## config.mk

```make
export PLATFORM = sky130hd
export DESIGN_NAME = pe8_rr_arbiter
export DESIGN_NICKNAME = d
export VERILOG_FILES = /design/src/rtl/pe8_rr_arbiter_pkg.sv /design/src/rtl/pe8_rr_arbiter_msb_enc.sv /design/src/rtl/pe8_rr_arbiter.sv
export SDC_FILE = /design/constraint.sdc
export NUM_CORES = 1
export LEC_CHECK = 0
export BUFFER_PORTS_ARGS = -buffer_cell sky130_fd_sc_hd__buf_2
export CAP_MARGIN = 15
export CORE_MARGIN = 4
export CORE_UTILIZATION = 50
export DETAILED_ROUTE_END_ITERATION = 10
export HOLD_SLACK_MARGIN = 0.06
export PLACE_DENSITY = 0.73
export SYNTH_ARGS = -nofsm -noshare
export SYNTH_HDL_FRONTEND = slang
export SYNTH_SLANG_ARGS = --single-unit
```

## constraint.sdc

```tcl
create_clock -name clk -period 3.7 [get_ports clk]
set_clock_uncertainty 0.2 [all_clocks]
set_input_delay 0.74 -clock clk [delete_from_list [all_inputs] [get_ports clk]]
set_output_delay 0.74 -clock clk [all_outputs]
set_load 0.02 [all_outputs]
```

## src/rtl/pe8_rr_arbiter_pkg.sv

```systemverilog
// Shared types and constants for the 8-requester round-robin arbiter.
// Holds the FSM state type and the requester/index sizing used by all blocks.
package pe8_rr_arbiter_pkg;

    localparam int unsigned NREQ  = 8;
    localparam int unsigned IDX_W = 3;

    typedef enum logic {
        ST_IDLE  = 1'b0,
        ST_GRANT = 1'b1
    } state_t;

    typedef logic [NREQ-1:0]  req_vec_t;
    typedef logic [IDX_W-1:0] req_idx_t;

    // Requests strictly below idx, i.e. (1<<idx)-1.
    function automatic req_vec_t below_mask(input req_idx_t idx);
        return (req_vec_t'(1) << idx) - req_vec_t'(1);
    endfunction

    function automatic req_vec_t onehot(input req_idx_t idx);
        return req_vec_t'(1) << idx;
    endfunction

endpackage

```

## src/rtl/pe8_rr_arbiter_msb_enc.sv

```systemverilog
// 8-to-3 MSB priority encoder: idx is the highest set bit of in, valid = |in.
// idx is 0 when no bit is set.
module pe8_msb_enc
    import pe8_rr_arbiter_pkg::*;
(
    input  logic [NREQ-1:0]  in,
    output logic [IDX_W-1:0] idx,
    output logic             valid
);

    always_comb begin
        idx = '0;
        for (int unsigned i = 0; i < NREQ; i++) begin
            if (in[i]) begin
                idx = IDX_W'(i);
            end
        end
    end

    assign valid = |in;

endmodule

```

## src/rtl/pe8_rr_arbiter.sv

```systemverilog
// 8-requester arbiter with descending round-robin (or fixed MSB) priority,
// grant hold while the owner keeps requesting, and forced release after MAX_HOLD cycles.
module pe8_rr_arbiter
    import pe8_rr_arbiter_pkg::*;
#(
    parameter int unsigned RR_EN    = 1,
    parameter int unsigned MAX_HOLD = 16,
    parameter int unsigned CNT_W    = 8
) (
    input  logic             clk,
    input  logic             rst,
    input  logic             en,
    input  logic [NREQ-1:0]  req,
    output logic [NREQ-1:0]  gnt,
    output logic [IDX_W-1:0] gnt_id,
    output logic             gnt_vld,
    output logic             timeout
);

    state_t           state_q, state_n;
    logic [NREQ-1:0]  gnt_q, gnt_n;
    logic [IDX_W-1:0] id_q, id_n;
    logic [IDX_W-1:0] last_q, last_n;
    logic [CNT_W-1:0] cnt_q, cnt_n;
    logic             to_q, to_n;

    logic [NREQ-1:0]  mreq;
    logic [IDX_W-1:0] m_idx, r_idx, winner;
    logic             m_vld, r_vld;

    assign mreq = req & below_mask(last_q);

    pe8_msb_enc u_enc_masked (
        .in    (mreq),
        .idx   (m_idx),
        .valid (m_vld)
    );

    pe8_msb_enc u_enc_raw (
        .in    (req),
        .idx   (r_idx),
        .valid (r_vld)
    );

    // Masked search only applies in round-robin mode; otherwise plain MSB priority.
    assign winner = ((RR_EN != 0) && m_vld) ? m_idx : r_idx;

    always_comb begin
        state_n = state_q;
        gnt_n   = gnt_q;
        id_n    = id_q;
        last_n  = last_q;
        cnt_n   = cnt_q;
        to_n    = 1'b0;
        case (state_q)
            ST_IDLE: begin
                if (en && r_vld) begin
                    state_n = ST_GRANT;
                    gnt_n   = onehot(winner);
                    id_n    = winner;
                    last_n  = winner;
                    cnt_n   = CNT_W'(1);
                end
            end
            ST_GRANT: begin
                // Request drop takes precedence over expiry: no timeout pulse then.
                if (!req[id_q]) begin
                    state_n = ST_IDLE;
                    gnt_n   = '0;
                end else if (cnt_q == CNT_W'(MAX_HOLD)) begin
                    state_n = ST_IDLE;
                    gnt_n   = '0;
                    to_n    = 1'b1;
                end else begin
                    cnt_n = cnt_q + CNT_W'(1);
                end
            end
            default: begin
                state_n = ST_IDLE;
                gnt_n   = '0;
            end
        endcase
    end

    always_ff @(posedge clk) begin
        if (rst) begin
            state_q <= ST_IDLE;
            gnt_q   <= '0;
            id_q    <= '0;
            last_q  <= '0;
            cnt_q   <= '0;
            to_q    <= 1'b0;
        end else begin
            state_q <= state_n;
            gnt_q   <= gnt_n;
            id_q    <= id_n;
            last_q  <= last_n;
            cnt_q   <= cnt_n;
            to_q    <= to_n;
        end
    end

    assign gnt     = gnt_q;
    assign gnt_id  = id_q;
    assign gnt_vld = (state_q == ST_GRANT);
    assign timeout = to_q;

endmodule

```

==> run summary, run 1 <==
largest net degree at the start of global routing - 15
syn_area_per_cell - 8.55 µm²
worst-margin pin slew - 547 ps
row cnt - 18
Switching Fraction - 0.387
setup ws final - 665 ps
TNS Setup - 0 ps
register bit total from synthesis - 21
Post-Route Utilization - 0.584
area of the core - 2500 µm²
Initial Utilization - 0.534
Num CTS Buffers - 3
WP buf/inv - 1
Seq. cell area - 420 µm²
Comb pwr share - 0.398
internal power - 0.386 mW
Distinct cells, synth - 50
vias per cell - 5.93
Wirelength per Cell - 14.3 µm
Synth warnings - 0
Die Area - 3560 µm²
MaxCap Viol Count - 0
Clk network pwr share - 0.181
Hold WS - 254 ps
Compound-Gate Fraction of Synth Area - 0.246
post-cts resize count - 0
Final Setup Violations - 0
IO Port Bufs - 23
post-route clock period utilization - 0.820
Main synth FF type - dfxtp_1
DRT iter0 DRCs - 67
Hold Crit Start - gnt[0]
Max Clock Freq - 330 MHz
io pins - 24
initial antenna violation count - 0
Slew Viols, Final - 0
Slew Limit Headroom - 0.632
H-tree depth - 1
total gr overflow - 0
Req. time, crit path - 3760 ps
syn nets - 170
remaining antenna violation count - 0
cts hold-fix bufs - 0
Leak - 0.572 nW
GRT Resource Usage Total - 0.176
most common cell after layout, fill and taps aside - buf_2
fin nets - 190
Pwr Density - 431 nW/µm²
fill count - 242
CP Launch Point - last_q[0]
part of the power in registers - 0.421
most frequent cells in the layout - buf_2 (23), dfxtp_1 (21), nor2_1 (18), nand2_1 (13), a21oi_1 (10)
area grow syn2layout - 9.38%
Cell Area, Synth - 1330 µm²
RSZ-0062 raised after global routing - no
CTS tree - yes
layout cells sized above 1 - 0.217
drt total wl - 2940 µm
Max stage delay cell, worst path - dfxtp_1
Final HPWL DP - 2210 µm
Residual DRC - 0
Crit Path Max Fanout - 10
Setup crit start kind - flop
clock tree buffer depth - 2
P_sw - 0.243 mW
largest family of logic cells by synthesized area - compound AO/OA/AOI/OAI gates
Adder-Cell Fraction of Synth Area - 0.0281
Die Wd - 59.7 µm
number of enable flip-flop cells after synthesis - 0
sequential share of the synthesized area - 0.315
Setup crit end kind - flop
worst skew pair latency - 310 ps
status - completed
DIE HEIGHT - 59.7 µm
multiplexer share of the synthesized area - 0.0572
multi-input logic area - 830 µm²
clock root cell - clkbuf_4
clock-pin slew on the worst setup and hold paths - 120 ps
Max VDD drop - 0.000317 V
simple-gate share of the synthesized area - 0.245
Hold Crit Class - reg2reg
global-route wire length before repair - 4770 µm
DR vias - 1215
Crit Path Category - reg2reg
Post-Synthesis Cells - 156
min cycle time layout - 3030 ps
# Post-CTS Setup Buffers - 0
final hold vios - 0
ys async rst share - 0
CP top delay family - compound AO/OA/AOI/OAI gates
Largest stage delay, worst path - 550 ps
DR pass1 iterations - 4
# clock sinks - 21
Reg2Reg Launch Point - last_q[0]
number of global-route vias before repair - 1055
post-synthesis xor/xnor area fraction - 0.0460
worst slack at placement - 712 ps
antenna cells - 0
critical path, cell by cell - inv_1 > or3_1 > ha_1 > mux2_2 > a211oi_4 > o21ai_2 > o31ai_4 > a32o_1
CP Data Arrival Time - 3100 ps
GP Congestion - 0.888
[power by group through the flow]
stage	Clock [mW]	Sequential (mW)	Combinational, mW
2_1_floorplan	0	0.276	0.188
3_3_place_gp	0	0.269	0.244
3_5_place_dp	0	0.270	0.247
4_1_cts	0.116	0.265	0.249
5_1_grt	0.125	0.269	0.273
6_report	0.114	0.265	0.250
[final timing paths]
path	endpoint	slack [ps]	cells past startpoint
max	gnt[5]	670	8
min	gnt[0]	250	2
max reg2reg	gnt[5]	670	8
min reg2reg	gnt[0]	250	2
[worst register-to-register path, stage by stage (launching register included)]
cell and delay, ps:
dfxtp_1 550, inv_1 130, or3_1 370, ha_1 320, mux2_2 350, a211oi_4 340
o21ai_2 120, o31ai_4 380, a32o_1 220
[state kept, by name (all words and copies together) (netlist names)]
register,flops
cnt_q,8
gnt,8
last_q,3
gnt_vld,1
timeout,1
[logic make-up after synthesis]
kind of cell | Yosys count
multiplexers | 5
AND/OR/NAND/NOR | 63
buffers and inverters | 16
AO/OA/AOI/OAI | 41
adder cells (fa/ha/maj) | 3
XOR/XNOR | 7
flip-flops | 21
[layout make-up]
class                   instances  area share
clock buffers                   4      0.0180
multi-input cells             119       0.569
inverters                       8      0.0206
well taps                      30      0.0257
flip-flops and latches         21       0.288
repair buffers                 23      0.0789
[per-layer routing]
metal	vias to the layer above	GRT usage	wire length [µm]
met1	563	0.230	1280
met2	47	0.262	1340
met4	0	0.104	76
met3	10	0.0410	244
met5	-	0	0
li1	595	-	-
[cells in the mapped netlist (all sizes together) (3+ instances only)]
cell type,number,area share
dfxtp,21,0.32
nor2,18,0.051
nand2,13,0.037
a21oi,10,0.038
inv,8,0.023
a211oi,6,0.047
o21ai,6,0.025
buf,5,0.032
nand2b,5,0.023
xor2,5,0.033
a32o,4,0.030
nand3,4,0.015
nor2b,4,0.019
o31ai,4,0.033
clkbuf,3,0.0084
ha,3,0.028
nor3,3,0.011
o21a,3,0.017
or2,3,0.014
or3,3,0.018
[metrics by stage]
step	area, µm²	power, mW	instances
2_1_floorplan	1330	0.464	156
3_3_place_gp	1430	0.513	201
3_5_place_dp	1430	0.517	201
4_1_cts	1460	0.630	205
5_1_grt	1460	0.667	205
6_report	1460	0.629	205
Note: power is estimated with default switching activity, not from simulation.
==> inputs of run 2 (changes only) <==
ABC_AREA = 1   (was unset)
PLACE_DENSITY = 0.72   (was 0.73)
clock period = 2.9 ns   (was 3.7 ns; I/O delays follow)
==> run 2 against run 1 <==
Effect of this change: die area grew 3.2%; sequential share of layout area shrank 1.5 points; setup slack lost 350 ps; critical path depth grew 5; register-to-register slack lost 350 ps; via count grew 17%; first-iteration DRC count shrank 4.5%; total power grew 31%; largest power group is now combinational cells.
==> run summary, run 2 <==
status - completed
largest cells by area after synthesis - dfxtp_1 (30%), nand2_1 (13%), nand3_1 (7.6%)
Post-Synthesis Cells - 206
total gr overflow - 0
Hold Crit Class - reg2reg
row cnt - 18
io pins - 24
Reg2Reg Setup Slack - 320 ps
syn nets - 220
Leak - 0.702 nW
hold worst-path end - gnt[5]
DR vias - 1421
Distinct cells, synth - 27
worst-margin pin slew - 547 ps
number of enable flip-flop cells after synthesis - 0
final hold vios - 0
R2R depth - 13
initial antenna violation count - 0
worst hold path stage count - 2
IO Port Bufs - 23
Crit Path Category - reg2reg
Final Cell Area - 1540 µm²
Die Wd - 60.6 µm
sequential share of the synthesized area - 0.304
number of global-route vias before repair - 1212
Final Setup Violations - 0
Synth warnings - 0
GP Congestion - 0.858
post-cts resize count - 0
CP Data Arrival Time - 2630 ps
Die Area - 3670 µm²
Seq. cell area - 420 µm²
Slew Limit Headroom - 0.631
Final HPWL DP - 2540 µm
GRT Resource Usage Total - 0.183
CTS tree - yes
RR Endpoint - gnt[5]
register bit total from synthesis - 21
Main synth FF type - dfxtp_1
vias per cell - 5.49
clock tree buffer depth - 2
fin nets - 244
global-route wire length before repair - 5170 µm
DRT iter0 DRCs - 64
Max Clock Freq - 387 MHz
Req. time, crit path - 2950 ps
top cell type's share of synthesized area - 0.304
# clock sinks - 21
multi-input logic area - 840 µm²
Total Power - 0.825 mW
most frequent cells after synthesis - nand2_1 (49), dfxtp_1 (21), nand3_1 (21), inv_1 (20), a21oi_1 (18)
ys async rst share - 0
fill count - 271
Hold Crit Start - gnt[5]
RSZ-0062 raised after global routing - no
# Post-CTS Setup Buffers - 0
area grow syn2layout - 11.3%
remaining antenna violation count - 0
Setup crit start kind - flop
most common cell after layout, fill and taps aside - nand2_1
Max VDD drop - 0.000469 V
most frequent cells in the layout - nand2_1 (49), buf_2 (23), nand3_1 (21), dfxtp_1 (21), inv_1 (20)
Residual DRC - 0
H-tree depth - 1
largest net degree at the start of global routing - 20
area of the core - 2570 µm²
antenna cells - 0
post-route clock period utilization - 0.890
TNS Setup - 0 ps
clock root cell - clkbuf_4
Num CTS Buffers - 3
DR pass1 iterations - 4
clock-pin slew on the worst setup and hold paths - 120 ps
Cell Area, Synth - 1380 µm²
Slew Viols, Final - 0
cell with the most instances after synthesis - nand2_1
Wirelength per Cell - 12.5 µm
Initial Utilization - 0.539
DIE HEIGHT - 60.6 µm
syn_area_per_cell - 6.72 µm²
min cycle time layout - 2580 ps
Pwr Density - 536 nW/µm²
cts hold-fix bufs - 0
Setup crit end kind - flop
Reg2Reg Launch Point - last_q[1]
MaxCap Viol Count - 0
leading area contributor after synthesis - dfxtp_1
drt total wl - 3240 µm
worst skew pair latency - 310 ps
placed cell area - 1510 µm²
Crit Path Max Fanout - 13
layout cells sized above 1 - 0.245
## run 2: changes by cell type in the layout (fill, tap and decap cells not counted), sizes merged, moves of 4 or more
| cell | change |
|---|---|
| nor2b | -4 |
| nand2b | -5 |
| a211oi | -6 |
| a21oi | +11 |
| inv | +18 |
| nand2 | +45 |
| o31ai | -4 |
| nand3 | +22 |
| a32o | -4 |
| nand4 | +10 |
## run 2: cell type report
cell class | instances | area share
clock inverters | 1 | 0.00487
multi-input cells | 155 | 0.545
repair buffers | 23 | 0.0747
flip-flops and latches | 21 | 0.273
inverters | 26 | 0.0634
well taps | 30 | 0.0244
clock buffers | 3 | 0.0146
## run 2: worst max-delay path by stage
stage          cells after the start      to       from
6_report                          13  gnt[5]  last_q[1]
5_1_grt                           13  gnt[5]  last_q[1]
3_3_place_gp                      13  gnt[3]  last_q[1]
2_1_floorplan                     14  gnt[5]  last_q[2]
3_5_place_dp                      13  gnt[5]  last_q[1]
4_1_cts                           13  gnt[5]  last_q[1]
## run 2: through the flow
step | setup WS, ps | hold slack [ps] | std cells | util
after floorplan | 771 | 260 | 206 | -
final | 318 | 269 | 259 | 0.600
after global routing | 110 | 295 | 259 | 0.600
after global placement | 500 | 252 | 255 | 0.588
after CTS | 364 | 273 | 259 | 0.600
after detailed placement | 406 | 254 | 255 | 0.588
## run 2: cells by family (layout without fill, tap and decap cells)
| logic type | count (synthesis) | count (layout) | synth area share |
|---|---|---|---|
| AOI/OAI and AO/OA | 31 | 31 | 0.131 |
| xor gates and xnor gates | 3 | 3 | 0.0190 |
| adders and majority gates | 3 | 3 | 0.0271 |
| buffers and inverters | 30 | 53 | 0.0895 |
| DFF | 21 | 21 | 0.304 |
| and+or+nand+nor | 118 | 118 | 0.429 |
## run 2: per-layer routing
metal	up-vias	global-route usage	share of wire
met5	-	0	0
met4	0	0.0402	0
met3	0	0.0383	0.060
met2	50	0.313	0.49
met1	640	0.238	0.45
li1	731	-	-
## run 2: where the power goes
| group | switching, mW | total [mW] | internal (mW) |
|---|---|---|---|
| sequential | 0.0275 | 0.336 | 0.308 |
| clock | 0.0909 | 0.144 | 0.0526 |
| combinational | 0.235 | 0.346 | 0.112 |
| total | 0.353 | 0.825 | 0.472 |
## run 2: worst max-delay path: stages (launching register included)
cell	delay (ps)
dfxtp_1	660
inv_1	200
nand3_1	130
ha_1	270
nand4_1	140
nand2_1	130
inv_2	40
nand2_2	80
nand3_2	90
nor2_4	120
nand2_2	100
nand2_2	120
nand3_1	110
a21oi_1	130
==> inputs of run 3 (changes only) <==
CTS_BUF_LIST = sky130_fd_sc_hd__clkbuf_16   (was unset)
==> run 3 against run 2 <==
Effect of this change: global-route usage is 0.65 points higher; setup slack gained 34 ps; register-to-register slack improved by 30 ps; critical path depth unchanged; die area did not move; highest routed layer is now met4.
==> run summary, run 3 (synthesized netlist as in run 2, its figures left out) <==
status - completed
Crit Path Category - reg2reg
DR pass1 iterations - 4
DIE HEIGHT - 60.6 µm
fin nets - 244
final hold vios - 0
P_sw - 0.371 mW
RR Endpoint - gnt[5]
Crit Path Max Fanout - 13
Die Wd - 60.6 µm
row cnt - 18
H-tree depth - 1
GRT Resource Usage Total - 0.190
Clk network pwr share - 0.301
area grow syn2layout - 15.1%
Slew Viols, Final - 0
post-route clock period utilization - 0.879
post-cts resize count - 0
remaining antenna violation count - 0
Die Area - 3670 µm²
Num CTS Buffers - 3
vias per cell - 5.54
GP Congestion - 0.858
fill count - 257
min cycle time layout - 2550 ps
Final Cell Area - 1590 µm²
area of the core - 2570 µm²
number of global-route vias before repair - 1238
Req. time, crit path - 2890 ps
Wirelength per Cell - 12.7 µm
Hold Crit Class - reg2reg
Max VDD drop - 0.000627 V
antenna cells - 0
worst-margin pin slew - 548 ps
Setup crit start kind - flop
TNS Setup - 0 ps
worst slack at placement - 406 ps
Max Clock Freq - 392 MHz
initial antenna violation count - 0
R2R depth - 13
clock root cell - clkbuf_16
Setup crit end kind - flop
# clock sinks - 21
internal power - 0.607 mW
RSZ-0062 raised after global routing - no
cts hold-fix bufs - 0
Reg2Reg Setup Slack - 350 ps
CTS tree - yes
most common cell after layout, fill and taps aside - nand2_1
clock-pin slew on the worst setup and hold paths - 60 ps
CP Data Arrival Time - 2540 ps
total gr overflow - 0
Final Setup Violations - 0
layout cells sized above 1 - 0.245
MaxCap Viol Count - 0
Switching Fraction - 0.380
placed cell area - 1510 µm²
Pwr Density - 614 nW/µm²
Residual DRC - 0
IO Port Bufs - 23
part of the power in registers - 0.344
DRT iter0 DRCs - 91
CP Launch Point - last_q[1]
largest net degree at the start of global routing - 20
Final HPWL DP - 2540 µm
# Post-CTS Setup Buffers - 0
Slew Limit Headroom - 0.630
DR vias - 1436
most frequent cells in the layout - nand2_1 (49), buf_2 (23), nand3_1 (21), dfxtp_1 (21), inv_1 (20)
Reg2Reg Launch Point - last_q[1]
worst skew pair latency - 250 ps
Critical Path End - gnt[5]
io pins - 24
Initial Utilization - 0.539
setup ws final - 352 ps
global-route wire length before repair - 5290 µm
drt total wl - 3300 µm
Comb pwr share - 0.355
clock tree buffer depth - 2
Leak - 0.725 nW
-- run 3: cell counts in the layout (fill, tap and decap cells not counted) --
No cell type changed its count.
-- run 3: power by group through the flow --
stage	Clock [mW]	Sequential (mW)	Combinational, mW
finish	0.294	0.336	0.348
global route	0.317	0.339	0.384
CTS	0.303	0.336	0.346
detailed placement	0	0.341	0.344
global placement	0	0.340	0.338
floorplan	0	0.353	0.259
-- run 3: worst min path at each step --
stage	start	endpoint	slack [ps]	cells after the start
after floorplan	cnt_q[7]	cnt_q[7]	260	2
after global placement	gnt[7]	gnt[7]	250	2
after detailed placement	gnt[5]	gnt[5]	250	2
after CTS	gnt[5]	gnt[5]	260	2
after global routing	gnt[6]	gnt[6]	290	2
final	gnt[5]	gnt[5]	260	2
-- run 3: routing by layer --
layer / GRT usage / vias to the layer above / wire length, µm
met5: 0 / - / 0
met4: 0.0743 / 0 / 40
met3: 0.0383 / 6 / 146
met2: 0.319 / 38 / 1590
met1: 0.237 / 661 / 1520
li1: - / 731 / -
-- run 3: layout make-up --
class                           count  area (µm²)  share of cell area
Multi-Input combinational cell    155         840               0.527
Clock buffer                        3        75.1              0.0471
Tap cell                           30        37.5              0.0236
Clock inverter                      1        7.51             0.00471
Timing Repair Buffer               23         115              0.0723
Sequential cell                    21         420               0.264
Inverter                           26        97.6              0.0613
-- run 3: metrics by stage --
step                      hold slack [ps]  power, mW   util  std cells
after floorplan                       260      0.612      -        206
after global placement                252      0.678  0.588        255
after detailed placement              254      0.685  0.588        255
after CTS                             263      0.985  0.620        259
after global routing                  285       1.04  0.620        259
final                                 260      0.978  0.620        259
-- run 3: critical path: stages, from the launching register on --
cell and delay (ps):
dfxtp_1 620, inv_1 190, nand3_1 140, ha_1 280
nand4_1 130, nand2_1 130, inv_2 40, nand2_2 80
nand3_2 90, nor2_4 120, nand2_2 100, nand2_2 120
nand3_1 100, a21oi_1 130
